<file path="config.mk">
export PLATFORM = sky130hd
export DESIGN_NAME = pmem_arbiter
export DESIGN_NICKNAME = d
export VERILOG_FILES = /design/src/rtl/rv32i_types.sv /design/src/rtl/arb_perf_ctr.sv /design/src/rtl/pmem_arbiter.sv
export SDC_FILE = /design/constraint.sdc
export NUM_CORES = 1
export LEC_CHECK = 0
export BUFFER_PORTS_ARGS = -buffer_cell sky130_fd_sc_hd__buf_2
export CORE_AREA = 2 2 534 536
export CTS_CLUSTER_DIAMETER = 150
export DETAILED_ROUTE_END_ITERATION = 16
export DIE_AREA = 0 0 536 538
export MAX_ROUTING_LAYER = met4
export PLACE_DENSITY = 0.38
export SYNTH_ARGS = -nofsm -noshare
export SYNTH_HDL_FRONTEND = slang
export SYNTH_SLANG_ARGS = --single-unit
</file>
<file path="constraint.sdc">
create_clock -name clk -period 1.8 [get_ports clk]
set_input_delay 0.18 -clock clk [delete_from_list [all_inputs] [get_ports clk]]
set_output_delay 0.18 -clock clk [all_outputs]
set_load 0.005 [all_outputs]
</file>
<file path="src/rtl/rv32i_types.sv">
`default_nettype none
// ============================================================================
// Package     : rv32i_types
// Description : Shared types for the physical-memory arbiter (FSM state,
//               request source) and line geometry.
// Revision    : 1.0
// ============================================================================
package rv32i_types;

    localparam int LINE_OFFSET_BITS = 5;

    typedef enum logic [1:0] {
        IDLE  = 2'd0,
        GNT_I = 2'd1,
        GNT_D = 2'd2,
        DONE  = 2'd3
    } pmem_arb_state_t;

    typedef enum logic {
        ICACHE = 1'b0,
        DCACHE = 1'b1
    } arb_src_t;

endpackage
`default_nettype wire

</file>
<file path="src/rtl/arb_perf_ctr.sv">
`default_nettype none
// ============================================================================
// Module      : arb_perf_ctr
// Description : Saturating event counter; advances once per cycle with inc
//               and holds at all-ones.
// Revision    : 1.0
// ============================================================================
module arb_perf_ctr #(
    parameter int WIDTH = 32
) (
    input  logic             clk,
    input  logic             rst_n,
    input  logic             inc,
    output logic [WIDTH-1:0] count
);

    logic [WIDTH-1:0] count_q;
    logic [WIDTH-1:0] count_d;

    always_comb begin : p_next
        count_d = count_q;
        if (inc && (count_q != {WIDTH{1'b1}})) begin
            count_d = count_q + WIDTH'(1);
        end
    end

    always_ff @(posedge clk or negedge rst_n) begin : p_reg
        if (!rst_n) begin
            count_q <= '0;
        end else begin
            count_q <= count_d;
        end
    end

    assign count = count_q;

endmodule
`default_nettype wire

</file>
<file path="src/rtl/pmem_arbiter.sv">
`default_nettype none
// ============================================================================
// Module      : pmem_arbiter
// Description : Round-robin arbiter sharing one line-granular memory port
//               between the icache (fills) and dcache (fills/writebacks).
//               Optional performance counters: define PMEM_ARB_PERF_EN.
// Revision    : 1.0
// ============================================================================
module pmem_arbiter
    import rv32i_types::*;
#(
    parameter int s_line = 256,
    parameter int s_addr = 32
) (
    input  logic              clk,
    input  logic              rst_n,
    input  logic              i_read,
    input  logic [s_addr-1:0] i_addr,
    output logic [s_line-1:0] i_rdata,
    output logic              i_resp,
    input  logic              d_read,
    input  logic              d_write,
    input  logic [s_addr-1:0] d_addr,
    input  logic [s_line-1:0] d_wdata,
    output logic [s_line-1:0] d_rdata,
    output logic              d_resp,
    output logic              pmem_read,
    output logic              pmem_write,
    output logic [s_addr-1:0] pmem_addr,
    output logic [s_line-1:0] pmem_wdata,
    input  logic [s_line-1:0] pmem_rdata,
    input  logic              pmem_resp,
    input  logic              pmem_error
`ifdef PMEM_ARB_PERF_EN
    ,
    output logic [31:0]       perf_i_grants,
    output logic [31:0]       perf_d_grants,
    output logic [31:0]       perf_wait_cycles
`endif
);

    localparam int TAG_W = s_addr - LINE_OFFSET_BITS;

    pmem_arb_state_t   state_q, state_d;
    arb_src_t          last_grant_q, last_grant_d;
    logic [TAG_W-1:0]  addr_q, addr_d;
    logic              write_q, write_d;
    logic [s_line-1:0] wdata_q, wdata_d;
    logic [s_line-1:0] i_rdata_q, i_rdata_d;
    logic [s_line-1:0] d_rdata_q, d_rdata_d;

    logic i_req, d_req;
    logic grant_i, grant_d;
    logic xfer_done, i_done, d_done;
    logic unused_addr_bits;

    assign i_req     = i_read;
    assign d_req     = d_read | d_write;
    assign xfer_done = pmem_resp | pmem_error;
    assign i_done    = (state_q == GNT_I) & xfer_done;
    assign d_done    = (state_q == GNT_D) & xfer_done;

    // Line offset bits never reach memory; only the line tag is latched.
    assign unused_addr_bits = ^{i_addr[LINE_OFFSET_BITS-1:0], d_addr[LINE_OFFSET_BITS-1:0]};

    // On contention the side that was not served last wins.
    always_comb begin : p_grant
        grant_i = 1'b0;
        grant_d = 1'b0;
        if (state_q == IDLE) begin
            if (i_req && d_req) begin
                grant_i = (last_grant_q == DCACHE);
                grant_d = (last_grant_q == ICACHE);
            end else begin
                grant_i = i_req;
                grant_d = d_req;
            end
        end
    end

    always_ff @(posedge clk or negedge rst_n) begin : p_state_reg
        if (!rst_n) begin
            state_q <= IDLE;
        end else begin
            state_q <= state_d;
        end
    end

    always_comb begin : p_next_state
        state_d = state_q;
        case (state_q)
            IDLE: begin
                if (grant_i) begin
                    state_d = GNT_I;
                end else if (grant_d) begin
                    state_d = GNT_D;
                end
            end
            GNT_I, GNT_D: begin
                if (xfer_done) begin
                    state_d = DONE;
                end
            end
            DONE:    state_d = IDLE;
            default: state_d = IDLE;
        endcase
    end

    // Request fields are captured at grant so memory never sees live inputs.
    always_comb begin : p_datapath
        last_grant_d = last_grant_q;
        addr_d       = addr_q;
        write_d      = write_q;
        wdata_d      = wdata_q;
        i_rdata_d    = i_rdata_q;
        d_rdata_d    = d_rdata_q;
        if (grant_i) begin
            last_grant_d = ICACHE;
            addr_d       = i_addr[s_addr-1:LINE_OFFSET_BITS];
            write_d      = 1'b0;
        end else if (grant_d) begin
            last_grant_d = DCACHE;
            addr_d       = d_addr[s_addr-1:LINE_OFFSET_BITS];
            write_d      = d_write;
            wdata_d      = d_wdata;
        end
        if (i_done) begin
            i_rdata_d = pmem_rdata;
        end
        if (d_done) begin
            d_rdata_d = pmem_rdata;
        end
    end

    always_ff @(posedge clk or negedge rst_n) begin : p_data_reg
        if (!rst_n) begin
            last_grant_q <= ICACHE;
            addr_q       <= '0;
            write_q      <= 1'b0;
            wdata_q      <= '0;
            i_rdata_q    <= '0;
            d_rdata_q    <= '0;
        end else begin
            last_grant_q <= last_grant_d;
            addr_q       <= addr_d;
            write_q      <= write_d;
            wdata_q      <= wdata_d;
            i_rdata_q    <= i_rdata_d;
            d_rdata_q    <= d_rdata_d;
        end
    end

    always_comb begin : p_outputs
        pmem_read  = (state_q == GNT_I) | ((state_q == GNT_D) & ~write_q);
        pmem_write = (state_q == GNT_D) & write_q;
        pmem_addr  = {addr_q, {LINE_OFFSET_BITS{1'b0}}};
        pmem_wdata = wdata_q;
        i_resp     = i_done;
        d_resp     = d_done;
        i_rdata    = i_done ? pmem_rdata : i_rdata_q;
        d_rdata    = d_done ? pmem_rdata : d_rdata_q;
    end

`ifdef PMEM_ARB_PERF_EN
    logic wait_i, wait_d;

    // A side is not waiting while it is granted or in its own DONE bubble.
    assign wait_i = i_req && (state_q != GNT_I)
                    && !((state_q == DONE) && (last_grant_q == ICACHE));
    assign wait_d = d_req && (state_q != GNT_D)
                    && !((state_q == DONE) && (last_grant_q == DCACHE));

    arb_perf_ctr #(.WIDTH(32)) u_ctr_i_grants (
        .clk   (clk),
        .rst_n (rst_n),
        .inc   (grant_i),
        .count (perf_i_grants)
    );

    arb_perf_ctr #(.WIDTH(32)) u_ctr_d_grants (
        .clk   (clk),
        .rst_n (rst_n),
        .inc   (grant_d),
        .count (perf_d_grants)
    );

    arb_perf_ctr #(.WIDTH(32)) u_ctr_wait (
        .clk   (clk),
        .rst_n (rst_n),
        .inc   (wait_i | wait_d),
        .count (perf_wait_cycles)
    );
`endif

endmodule
`default_nettype wire
</file>
== Word level (Yosys, flattened, before mapping) ==
Cells that the tools add are included.
Word-level totals
  logic and storage cells: 44
  flip-flop bits (word level): 799
  output and inout port bits: 804
  input port bits: 583
Operators by class
  reduce and logical (&&, ||, !) cells: 6
  equality and inequality tests: 5
  muxes and demuxes: 16
  bitwise logic cells: 10
Operator list (count)
  two-way mux 256 bit: 2
  two-way mux 27 bit: 2
  two-way mux 1 bit: 8
  two-way mux 2 bit: 3
  one-hot mux 2 bit (3 select lines): 1
  bitwise AND 1 bit: 4
  == test 2 bit, second input constant: 2
  AND reduction 2 bit: 2
  != test 3 bit, second input constant: 1
  NOT 1 bit: 3
  OR 1 bit: 3
  == test 2 x 1 -> 1 bit, second input constant: 1
  zero test 2 bit: 1
  != test 2 bit, second input constant: 1
  nonzero test 2 bit: 1
  OR reduction 2 bit: 1
  logical AND 1 bit: 1

== Depth between registers and ports, before layout ==
  depth after elaboration: 7
  depth in mapped cells: 8
  depth with buffers taken out: 5

== Worst setup path after synthesis ==
No wires, ideal clock.
  kind: reg2reg
  start: register state_q[0]
  end: register wdata_q[226], in the netlist pmem_wdata[226]
  arrival time: 1607 ps
  path slack: 66 ps
  data required time: 1672 ps
  buffers on the path: 3
  period minus slack after synthesis: 1734 ps
  setup time: 128 ps
  stages on the path, launching flop included: 8
  cells stage by stage: dfrtp_1 inv_1 ha_1 buf_2 nand2_1 buf_2 buf_2 mux2_1
Between the ends
  cells in the longest elaborated chain, start to end: 4
  elaborated cells between the ends (all ways): 5
  classes of those cells: mux (2); bitwise (1); reduce/logical (2)
RTL lines
  start: declaration: line pmem_arbiter.sv:44  | pmem_arb_state_t state_q, state_d;
  start signal: assignment: line pmem_arbiter.sv:85  | state_q <= state_d;
  zero test 2 bit *: line pmem_arbiter.sv:70  | if (state_q == IDLE) begin
  two-way mux 1 bit: line pmem_arbiter.sv:70
  NOT 1 bit (no source line)
  AND reduction 2 bit (no source line) *
  end signal: assignment: line pmem_arbiter.sv:147  | wdata_q <= wdata_d;
  end: declaration: line pmem_arbiter.sv:48  | logic [s_line-1:0] wdata_q, wdata_d;
Every way passes the cells marked *; elsewhere a longest branch is shown, timed or not.
A chain may end at the register's enable or synchronous reset.

== Final worst setup path ==
  start: register state_q[0]
  end: output d_rdata[13]
Between the ends
  cells in the longest elaborated chain, start to end: 3
RTL lines
  == test 2 bit: line pmem_arbiter.sv:61  | assign d_done = (state_q == GNT_D) & xfer_done;
  bitwise AND 1 bit: line pmem_arbiter.sv:61
  two-way mux 256 bit
  end: declaration: line pmem_arbiter.sv:25  | output logic [s_line-1:0] d_rdata,
Every way passes these cells.

==> metrics.txt <==
status finished with violations; failing checks setup timing; EDFF count, synth 0; prevailing post-synth register cell dfrtp_1; Min-Delay Path Class in2reg; Total Die Area 288000 um2; WL/cell 25.5 um; Filler cells 30911; Hold Startpoint d_wdata[41]; crit-path most repeated cell buf_12; CP Max Fanout 8; chip width 536 um; Placement Setup Slack -307 ps; fraction of registers with async set/reset 1.00; IO buf count 1371; Synth Area in XOR/XNOR 0; mux cell area share after synthesis 0.305; initial antenna violation count 159; Final period util 1.59; hold path cells 3; hpwl dp 164 mm; CP Data Required Time 1620 ps; f_max 349 MHz; commonest non-fill, non-tap cell in the layout buf_2; max-slew violations 0; kind of critical path reg2out; worst path cell trace inv_2 -> ha_4 -> and2_4 -> buf_12 -> buf_12 -> buf_8 -> mux2_2 -> buf_2; clk slew on worst S/H paths 60 ps; largest family of logic cells by synthesized area multiplexers; core area 283000 um2; Seq/Total Area, Yosys 0.642; area post-placement 43600 um2; combined area of the multi-input logic cells 10700 um2; TritonRoute pass-1 iters 5; Sequential Area 20000 um2; crit path DAT 2690 ps; Period minus WS final 2870 ps; fin cells 7900; Critical-path top delay cell dfrtp_2; crit-path max cell delay 450 ps; Slew @ Worst Pin 666 ps; first-pass GRT wire length 254 mm; R2R depth 7; CTS Buffer Depth 4; fin area 54800 um2; FF-to-FF Start state_q[0]$_DFFE_PN0P_; CTS root buf clkbuf_16; Starting Density 0.110; Nets 4546; Layout area overhead 76.1%; compound-gate portion of the synthesized area 0.0195; cts bufs inserted 104; Synth Area in Adders 0.00121; I/O pins 1387; post-synthesis simple-gate area fraction 0.00720; worst setup margin -1070 ps; pin count of the biggest net entering global routing 67; gpl congestion 0.908; fraction of layout cells with a size suffix above 1 0.563; Placed Cells 6996; worst hold endpoint pmem_wdata[41]$_DFFE_PN0P_; CP Capture Type output pin; syn avg cell area 17.1 um2; Max VDD drop 0.906 mV; Synth Cell Area 31100 um2; r2r endpoint pmem_wdata[108]$_DFFE_PN0P_; drt initial violations 953; post-layout util 0.193; Yosys reg bits 799; Die Ht 538 um; PD cells 1830 nW/um2; final-report hold violation count 0; total chip power 100000 uW; gr usage total 0.134; Worst Skew 37.2 ps; Setup crit start kind flop; total number of vias 25263; Residual DRC 0; Core Rows 196; post-synth cell types 35; r2r setup slk -210 ps; TritonCTS clock tree done; CTS H-Tree Depth 3; average via count per standard cell 3.20; Routed Antenna Nets 0; Post-Route WL 201 mm; final setup fails 942; clk sinks 799; unrepaired setup endpoints after global routing true; Max Cap Viol 0; vias in the first global route 26350; synthesis warning total 0; GR Overflow Total 0; most frequent cells in the layout buf_2, dfrtp_1, dlygate4sd3_1, mux2_4, mux2_2; Lkg Pwr 0.0250 uW; Slew HR 0.554; Gate Count Post-Synth 1825; worst skew pair latency 810 ps
-- cell type report --
cell class | instances | share of cell area
Sequential cell | 799 | 0.365
Clock inverter | 32 | 0.00683
Clock buffer | 150 | 0.0545
Multi-Input combinational cell | 912 | 0.195
Timing Repair Buffer | 2138 | 0.288
Antenna cell | 102 | 0.00466
Inverter | 5 | 0.000343
Tap cell | 3762 | 0.0859
-- sequential cells by signal, summed over array words and instances (netlist names) --
name,count
write_q,1
d_rdata_q,256
i_rdata_q,256
last_grant_q,1
addr_q,27
pmem_wdata,256
state_q,2
-- stage by stage --
| step | hold slack, ps | setup TNS [ps] |
|---|---|---|
| finish | 123 | -541270 |
| global route | 78.6 | -644010 |
| CTS | 21.5 | -597650 |
| detailed placement | 237 | -143110 |
| global placement | 237 | -148390 |
| floorplan | -116 | 0 |
-- power by group --
| group | switching [uW] | total, uW | internal, uW |
|---|---|---|---|
| sequential | 3350 | 30600 | 27300 |
| combinational | 23900 | 48600 | 24700 |
| clock | 8600 | 21100 | 12500 |
-- kinds of logic after synthesis --
kind of cell,after synthesis
buf+inv,118
other cells,1
simple gates,44
compound gates,92
fa+ha+maj,3
flops,799
mux,768
-- worst max-delay path, delay by kind of cell, from the launching register on --
family / cells / cell delay [ps]
adders and majority gates: 1 / 130
buffers and inverters: 5 / 720
DFF: 1 / 450
muxes: 1 / 380
and+or+nand+nor: 1 / 180
-- worst max-delay path by stage --
stage	from	slack (ps)	end	cells past startpoint
3_5_place_dp	state_q[0]$_DFFE_PN0P_	-310	d_rdata[7]	7
5_1_grt	state_q[0]$_DFFE_PN0P_	-1180	d_rdata[159]	9
2_1_floorplan	state_q[0]$_DFFE_PN0P_	70	pmem_wdata[226]$_DFFE_PN0P_	7
3_3_place_gp	state_q[0]$_DFFE_PN0P_	-320	d_rdata[7]	7
6_report	state_q[0]$_DFFE_PN0P_	-1070	d_rdata[13]	8
4_1_cts	state_q[0]$_DFFE_PN0P_	-1160	d_rdata[141]	8
-- synth_stat cells, drive strengths merged (2+ instances only) --
library cell | count | area (um2)
clkbuf | 14 | 52.6
mux2 | 768 | 9510
o21ai | 27 | 135
and2 | 3 | 18.8
nor2 | 2 | 7.51
inv | 5 | 18.8
a2bb2oi | 2 | 23.8
nand3 | 3 | 15.0
a21oi | 27 | 135
dfrtp | 799 | 20000
nor3 | 27 | 135
buf | 99 | 676
nand2 | 5 | 18.8
ha | 3 | 37.5
a32oi | 27 | 236
-- what timing repair did --
action                     4_1_cts  5_1_grt
cloned                           3       25
hold buffers                   574        0
setup buffers                    6       14
hold endpoints to repair      1428        0
pin swaps                        1        1
gates resized for setup         35      209
setup endpoints to repair     1052     1239
-- per-layer routing --
| layer | part of all wire | track usage | vias up | routed length [um] |
|---|---|---|---|---|
| met2 | 0.46 | 0.211 | 1314 | 91700 |
| met4 | 0.027 | 0.0336 | 0 | 5360 |
| met5 | 0 | - | - | 0 |
| met3 | 0.087 | 0.0406 | 248 | 17600 |
| met1 | 0.43 | 0.167 | 12727 | 86800 |
| li1 | - | - | 10974 | - |
No activity file was read; power rests on OpenSTA's default activity.
